**config.mk**
```make
export PLATFORM = sky130hd
export DESIGN_NAME = regfile_sequencer
export DESIGN_NICKNAME = d
export VERILOG_FILES = /design/src/rtl/regfile_sequencer.sv
export SDC_FILE = /design/constraint.sdc
export NUM_CORES = 1
export LEC_CHECK = 0
export CELL_PAD_IN_SITES_DETAIL_PLACEMENT = 0
export CELL_PAD_IN_SITES_GLOBAL_PLACEMENT = 1
export CORE_MARGIN = 4
export CORE_UTILIZATION = 27
export DETAILED_ROUTE_END_ITERATION = 6
export PLACE_DENSITY = 0.76
export SLEW_MARGIN = 20
export SYNTH_ARGS = -nofsm -noshare
export SYNTH_HDL_FRONTEND = slang
export SYNTH_SLANG_ARGS = --single-unit
```
**constraint.sdc**
```tcl
create_clock -name clock -period 2.12 [get_ports clock]
set_input_delay 0.53 -clock clock [delete_from_list [all_inputs] [get_ports clock]]
set_output_delay 0.53 -clock clock [all_outputs]
set_load 0.01 [all_outputs]
```
**src/rtl/regfile_sequencer.sv**
```systemverilog
// Arbitrates two requesters onto an edge-strobed register file, issuing one-cycle x/y/z strobes and a response pulse.
// Define REGSEQ_ROUND_ROBIN_EN for round-robin arbitration; the default build gives port A fixed priority.
module regfile_sequencer #(
  parameter int B   = 8,
  parameter int N_B = 4
) (
  input  logic           clock,
  input  logic           reset,
  input  logic           a_valid,
  output logic           a_ready,
  input  logic           a_rd_x,
  input  logic           a_rd_y,
  input  logic           a_wr,
  input  logic [N_B-1:0] a_x_sel,
  input  logic [N_B-1:0] a_y_sel,
  input  logic [N_B-1:0] a_z_sel,
  input  logic [B-1:0]   a_z_data,
  input  logic           b_valid,
  output logic           b_ready,
  input  logic           b_rd_x,
  input  logic           b_rd_y,
  input  logic           b_wr,
  input  logic [N_B-1:0] b_x_sel,
  input  logic [N_B-1:0] b_y_sel,
  input  logic [N_B-1:0] b_z_sel,
  input  logic [B-1:0]   b_z_data,
  output logic           rsp_valid,
  output logic           rsp_port,
  output logic [B-1:0]   rsp_x,
  output logic [B-1:0]   rsp_y,
  output logic           rf_x_enb,
  output logic           rf_y_enb,
  output logic           rf_z_enb,
  output logic [N_B-1:0] rf_x_sel,
  output logic [N_B-1:0] rf_y_sel,
  output logic [N_B-1:0] rf_z_sel,
  output logic [B-1:0]   rf_z_in,
  input  logic [B-1:0]   rf_x_out,
  input  logic [B-1:0]   rf_y_out
);

  typedef enum logic [2:0] {IDLE, RD_HI, RD_LO, WR_HI, WR_LO, RSP} state_e;

  typedef struct packed {
    logic           rd_x;
    logic           rd_y;
    logic           wr;
    logic [N_B-1:0] x_sel;
    logic [N_B-1:0] y_sel;
    logic [N_B-1:0] z_sel;
    logic [B-1:0]   z_data;
  } req_t;

  state_e         state_q, state_d;
  logic           rd_x_q, rd_x_d, rd_y_q, rd_y_d, wr_q, wr_d, port_q, port_d;
  logic           rf_x_enb_q, rf_x_enb_d, rf_y_enb_q, rf_y_enb_d, rf_z_enb_q, rf_z_enb_d;
  logic [N_B-1:0] rf_x_sel_q, rf_x_sel_d, rf_y_sel_q, rf_y_sel_d, rf_z_sel_q, rf_z_sel_d;
  logic [B-1:0]   rf_z_in_q, rf_z_in_d, rsp_x_q, rsp_x_d, rsp_y_q, rsp_y_d;

  logic grant_a, grant_b, idle_ok, accept;
  req_t a_req, b_req, req;

  assign a_req = {a_rd_x, a_rd_y, a_wr, a_x_sel, a_y_sel, a_z_sel, a_z_data};
  assign b_req = {b_rd_x, b_rd_y, b_wr, b_x_sel, b_y_sel, b_z_sel, b_z_data};

`ifdef REGSEQ_ROUND_ROBIN_EN
  logic ptr_q, ptr_d;

  // ptr_q = 1 means B wins a tie; after an accept the other port gets the next tie.
  assign grant_a = a_valid && (!b_valid || !ptr_q);
  assign grant_b = b_valid && (!a_valid || ptr_q);
  assign ptr_d   = accept ? grant_a : ptr_q;

  always_ff @(posedge clock) begin
    if (reset) ptr_q <= 1'b0;
    else       ptr_q <= ptr_d;
  end
`else
  assign grant_a = a_valid;
  assign grant_b = b_valid && !a_valid;
`endif

  assign idle_ok = (state_q == IDLE) && !reset;
  assign a_ready = idle_ok && grant_a;
  assign b_ready = idle_ok && grant_b;
  assign accept  = a_ready || b_ready;
  assign req     = grant_b ? b_req : a_req;

  // Strobes are computed one state ahead so every rf_* output comes straight from a flop.
  always_comb begin
    // NOTE: every signal gets a default first so no path through the case infers a latch.
    state_d    = state_q;
    rd_x_d     = rd_x_q;
    rd_y_d     = rd_y_q;
    wr_d       = wr_q;
    port_d     = port_q;
    rf_x_sel_d = rf_x_sel_q;
    rf_y_sel_d = rf_y_sel_q;
    rf_z_sel_d = rf_z_sel_q;
    rf_z_in_d  = rf_z_in_q;
    rsp_x_d    = rsp_x_q;
    rsp_y_d    = rsp_y_q;
    rf_x_enb_d = 1'b0;
    rf_y_enb_d = 1'b0;
    rf_z_enb_d = 1'b0;

    case (state_q)
      IDLE: begin
        if (accept) begin
          rd_x_d     = req.rd_x;
          rd_y_d     = req.rd_y;
          wr_d       = req.wr;
          port_d     = grant_b;
          rf_x_sel_d = req.x_sel;
          rf_y_sel_d = req.y_sel;
          rf_z_sel_d = req.z_sel;
          rf_z_in_d  = req.z_data;
          if (req.rd_x || req.rd_y) begin
            state_d    = RD_HI;
            rf_x_enb_d = req.rd_x;
            rf_y_enb_d = req.rd_y;
          end else if (req.wr) begin
            state_d    = WR_HI;
            rf_z_enb_d = 1'b1;
          end else begin
            state_d = RSP;
          end
        end
      end
      RD_HI: state_d = RD_LO;
      RD_LO: begin
        if (rd_x_q) rsp_x_d = rf_x_out;
        if (rd_y_q) rsp_y_d = rf_y_out;
        if (wr_q) begin
          state_d    = WR_HI;
          rf_z_enb_d = 1'b1;
        end else begin
          state_d = RSP;
        end
      end
      WR_HI:   state_d = WR_LO;
      WR_LO:   state_d = RSP;
      RSP:     state_d = IDLE;
      default: state_d = IDLE;
    endcase
  end

  always_ff @(posedge clock) begin
    // NOTE: sequential state uses non-blocking assignments so all flops update together at the edge.
    if (reset) begin
      state_q    <= IDLE;
      rd_x_q     <= 1'b0;
      rd_y_q     <= 1'b0;
      wr_q       <= 1'b0;
      port_q     <= 1'b0;
      rf_x_enb_q <= 1'b0;
      rf_y_enb_q <= 1'b0;
      rf_z_enb_q <= 1'b0;
      rf_x_sel_q <= '0;
      rf_y_sel_q <= '0;
      rf_z_sel_q <= '0;
      rf_z_in_q  <= '0;
      rsp_x_q    <= '0;
      rsp_y_q    <= '0;
    end else begin
      state_q    <= state_d;
      rd_x_q     <= rd_x_d;
      rd_y_q     <= rd_y_d;
      wr_q       <= wr_d;
      port_q     <= port_d;
      rf_x_enb_q <= rf_x_enb_d;
      rf_y_enb_q <= rf_y_enb_d;
      rf_z_enb_q <= rf_z_enb_d;
      rf_x_sel_q <= rf_x_sel_d;
      rf_y_sel_q <= rf_y_sel_d;
      rf_z_sel_q <= rf_z_sel_d;
      rf_z_in_q  <= rf_z_in_d;
      rsp_x_q    <= rsp_x_d;
      rsp_y_q    <= rsp_y_d;
    end
  end

  assign rsp_valid = (state_q == RSP);
  assign rsp_port  = port_q;
  assign rsp_x     = rsp_x_q;
  assign rsp_y     = rsp_y_q;
  assign rf_x_enb  = rf_x_enb_q;
  assign rf_y_enb  = rf_y_enb_q;
  assign rf_z_enb  = rf_z_enb_q;
  assign rf_x_sel  = rf_x_sel_q;
  assign rf_y_sel  = rf_y_sel_q;
  assign rf_z_sel  = rf_z_sel_q;
  assign rf_z_in   = rf_z_in_q;

endmodule

```
* Word level (Yosys, flattened, before mapping)
Index checks and enable logic that the tools add are counted. Widths: inputs -> output; s select.
Cells by class: add/sub/neg operators 0, $mul 0, divide/modulo/power cells 0, magnitude comparators 0, equality and inequality tests 6, shift-type cells 0, multiplexer cells 11, bitwise gates (word level) 3, reductions and logical operators 13
Operators with widths (number):
- $mux 23 | 1
- $pmux 3 s5 | 1
- $mux 3 | 4
- $eq 3x2->1 const B | 2
- $eq 3x3->1 const B | 2
- $reduce_and 2->1 | 3
- $logic_and 1x1->1 | 4
- $mux 1 | 4
- $reduce_or 4->1 | 1
- $eq 3x1->1 const B | 1
- $logic_not 3->1 | 1
- $not 1->1 | 3
- $logic_not 1->1 | 2
- $logic_or 1x1->1 | 2
- $ne 2x2->1 const B | 1
- $pmux 1 s2 | 1
Word-level totals: register bits after elaboration 46, latch bits 0, bits in writable memories 0, ROM bits 0, memories 0

* Logic depth before layout (Yosys ltp)
depth after elaboration 7, mapped depth 6, gate-level depth less buffers 4

* Worst setup path after synthesis
OpenSTA, ideal clock, no wires.
kind input -> output, start input a_valid, end output b_ready, arrival 1.296 ns, required time 1.590 ns, slack 0.294 ns, stages on the path 4, path buffers 2, cells stage by stage nand2b_1 buf_2 buf_2 nor3_1
On the way: word-level cells in the longest chain between the ends 3
Ends and longest elaborated chain:
- start, declared | RTL line 9 | input logic a_valid,
- $logic_not 1->1 | RTL line 80 | assign grant_b = b_valid && !a_valid;
- $logic_and 1x1->1 | RTL line 80
- $logic_and 1x1->1 | RTL line 85 | assign b_ready = idle_ok && grant_b;
- end, declared | RTL line 19 | output logic b_ready,
Every way passes these cells.

* Worst setup path after layout
Same ends and word-level chain as after synthesis.

==> insert_results.sql <==
INSERT INTO impl_metrics (metric_group, metric, value, unit) VALUES
('sta', 'max_freq', '504', 'MHz'),
('logic_synthesis', 'ys_ff_latch', '46', ''),
('logic_synthesis', 'nets_in_the_synthesized_netlist', '268', ''),
('drt', 'pre_repair_dr_iteration_count', '4', ''),
('pwr', 'power.leakage', '1.29', 'nW'),
('floorplan', 'die_height', '93.0', 'µm'),
('logic_synthesis', 'ys_seq_area_share', '47.2', '%'),
('logic_synthesis', 'synth_cell_types', '24', ''),
('cts', 'clock_transition_at_the_registers_of_the_reported_paths', '90', 'ps'),
('placement', 'place.port_buffers', '108', ''),
('placement', 'place_area', '3240', 'µm²'),
('final_layout', 'design_area', '3320', 'µm²'),
('pwr', 'total_power', '2.33', 'mW'),
('sta', 'time_the_final_worst_path_needs_with_i_o_delays_and_setup', '1980', 'ps'),
('drt', 'via_per_inst', '4.39', ''),
('logic_synthesis', 'synthesis.instances', '202', ''),
('final_layout', 'nNetsFinal', '385', ''),
('min_path', 'min-delay-path-class', 'reg2reg', ''),
('final_layout', 'layout-drive-gt1-share', '10.6', '%'),
('critical_path', 'timing_worst_setup_path_type', 'in2out', ''),
('floorplan', 'die_w', '93.0', 'µm'),
('cts', 'h_tree_lvl_count', '2', ''),
('min_path', 'timing.hold.worst_path_depth', '2', ''),
('floorplan', 'floorplan.initialDensity', '28.2', '%'),
('global_route', 'grt_start_max_net_pins', '34', ''),
('logic_synthesis', 'syn_area_per_cell', '9.65', 'µm²'),
('placement', 'post-dp-hpwl', '4.30', 'mm'),
('critical_path', 'reg2reg_depth', '6', ''),
('pwr', 'worst_ir_drop_vdd', '0.270', 'mV'),
('logic_synthesis', 'synthesis.area', '1950', 'µm²'),
('sta', 'final-setup-viol-count', '0', ''),
('sta', 'fin_worst_skew', '8.21', 'ps'),
('final_layout', 'flow.area_growth_from_synthesis', '70.1', '%'),
('logic_synthesis', 'synth.largest_area_cell', 'dfxtp_1', ''),
('cts', 'worst_skew_pair.late_latency', '300', 'ps'),
('drt', 'drt_first_iter_violations', '27', ''),
('drt', 'drt.antenna.violating_nets', '0', ''),
('cts', 'cts_buffers', '5', ''),
('cts', 'cts_tree', 'built', ''),
('global_route', 'groute.usage.overall', '12.8', '%'),
('logic_synthesis', 'ys_warn_count', '0', ''),
('critical_path', 'timing.critical_path.required', '1590', 'ps'),
('sta', 'final_min_period_over_clock_period', '93.6', '%'),
('cts', 'clock_tree.root_cell', 'clkbuf_8', ''),
('critical_path', 'crit_fanout', '3', ''),
('sta', 'worstMarginPinSlew', '364', 'ps'),
('floorplan', 'die_area', '8640', 'µm²'),
('floorplan', 'core_area', '6910', 'µm²'),
('logic_synthesis', 'yosys-top-cells-area', 'dfxtp_1 (47%), mux2i_1 (21%), a211oi_1 (9.2%), nor2_1 (8.5%), buf_2 (2.8%)', ''),
('global_route', 'globalRoute.totalOverflow', '0', ''),
('floorplan', 'count_of_boundary_i_o_pins', '109', ''),
('cts', 'ctsHoldBuffers', '0', ''),
('floorplan', 'floorplan.rows', '30', ''),
('final_layout', 'final_util', '48.0', '%'),
('sta', 'grt_setup_unrepaired', 'false', ''),
('pwr', 'cellPowerDensity', '702', 'nW/µm²'),
('sta', 'timing.max_slew.rel_slack', '75.7', '%'),
('logic_synthesis', 'synth_largest_type_area_fraction', '47.2', '%'),
('drt', 'drc_errors', '0', ''),
('status', 'run_status', 'finished clean', ''),
('critical_path', 'startpoint_types', 'primary input', ''),
('placement', 'finalWeightedCongestion', '0.735', ''),
('global_route', 'antenna_found_initial', '0', ''),
('cts', 'clk_path_buf_depth', '2', ''),
('sta', 'finalHoldViolations', '0', ''),
('cts', 'clock_sink_count', '46', ''),
('sta', 'fin_setup_tns', '0', 'ps'),
('critical_path', 'worst_ep_arrival_time', '1450', 'ps'),
('run', 'max_cap_viol_count', '0', ''),
('cts', 'post-cts-setup-buffers', '0', ''),
('global_route', 'first_pass_grt_wire_length', '8.74', 'mm'),
('drt', 'route.vias.total', '1827', ''),
('critical_path', 'setup.worst_path.end_class', 'primary output', ''),
('global_route', 'via_count_of_the_first_global_routing_pass', '1743', ''),
('drt', 'route.detailed.wl_per_inst', '13.2', 'µm'),
('drt', 'totalWireLength', '5.48', 'mm'),
('final_layout', 'n_antenna_cell', '0', ''),
('sta', 'maxSlewViolCount', '0', '');
[power breakdown]
part / leakage (nW) / switching, mW / total [mW] / internal, mW
registers: 0.376 / 0.0498 / 1.02 / 0.969
logic: 0.871 / 0.334 / 0.778 / 0.444
clock network: 0.0452 / 0.296 / 0.529 / 0.233
total: 1.29 / 0.680 / 2.33 / 1.65
[per-layer routing]
metal  up-vias  global-route usage [%]  wire length [µm]
met5         -                       0                 0
met4         0                    4.40                86
met3         6                    4.59               450
met2        56                    21.9              2740
met1       817                    14.7              2200
li1        948                       -                 -
[cell type report]
type,count,area [µm²]
fillers,692,3590
repair buffers,128,1230
multi-input cells,136,953
flip-flops and latches,46,921
well taps,96,120
clock buffers,6,72.6
clock inverters,2,13.8
inverters,2,7.51
[timing repair]
action,4_1_cts,5_1_grt
gates cloned,0,0
resized for setup,3,5
hold endpoints to repair,0,0
endpoints found under the setup margin,3,2
[sequential cells by signal, summed over array words and instances (netlist names), 3 cells and up]
| name | flops |
|---|---|
| rsp_y | 8 |
| rsp_x | 8 |
| rf_z_sel | 4 |
| rf_y_sel | 4 |
| rf_z_in | 8 |
| state_q | 3 |
| rf_x_sel | 4 |
[synthesized netlist by cell type, drive strengths merged]
master / number
nand2: 1
nor3: 5
nand2b: 2
nor2b: 2
buf: 12
o21ai: 3
nor2: 44
or3: 2
a311oi: 1
nor4bb: 2
a21oi: 3
a211oi: 24
mux2i: 40
nand3b: 2
nor3b: 1
o21a: 1
or4b: 1
clkbuf: 6
a2111oi: 1
or4: 1
inv: 2
dfxtp: 46
[worst max-delay path, stage by stage]
cell and delay, ps:
clkdlybuf4s50_1 430, nand2b_2 190, nor3_1 140, clkbuf_2 160
[metrics by stage]
step | instances | hold slack [ps] | worst slack (ps)
3_3_place_gp | 408 | 471 | -270
6_report | 416 | 495 | 135
4_1_cts | 416 | 498 | 1.16
2_1_floorplan | 202 | 457 | 294
3_5_place_dp | 408 | 482 | -267
5_1_grt | 416 | 510 | 52.4
[layout by cell type (no fill, tap or decap), drive strengths merged]
cell type	n
a2111oi	1
a211oi	24
a21oi	3
a311oi	1
buf	21
clkbuf	8
clkdlybuf4s50	104
clkinv	2
dfxtp	46
dlygate4sd2	1
inv	2
mux2i	40
nand2	1
nand2b	2
nand3b	2
nor2	44
nor2b	2
nor3	5
nor3b	1
nor4bb	2
o21a	1
o21ai	3
or3	2
or4	1
or4b	1
[cell families after synthesis]
family,share of synthesized area [%]
flops,47.2
mux,20.5
compound gates,12.1
simple gates,15.2
buf+inv,4.94
[path summary, 6_finish.rpt]
path	slack, ps	end	startpoint
setup / recovery	140	b_ready	a_valid
hold / removal	500	rsp_x[1]$_SDFFE_PP0P_	rsp_x[1]$_SDFFE_PP0P_
setup reg to reg	370	state_q[0]$_SDFFE_PP0P_	state_q[2]$_SDFFE_PP0P_
hold reg to reg	500	rsp_x[1]$_SDFFE_PP0P_	rsp_x[1]$_SDFFE_PP0P_
(Power assumes the default switching activity.)
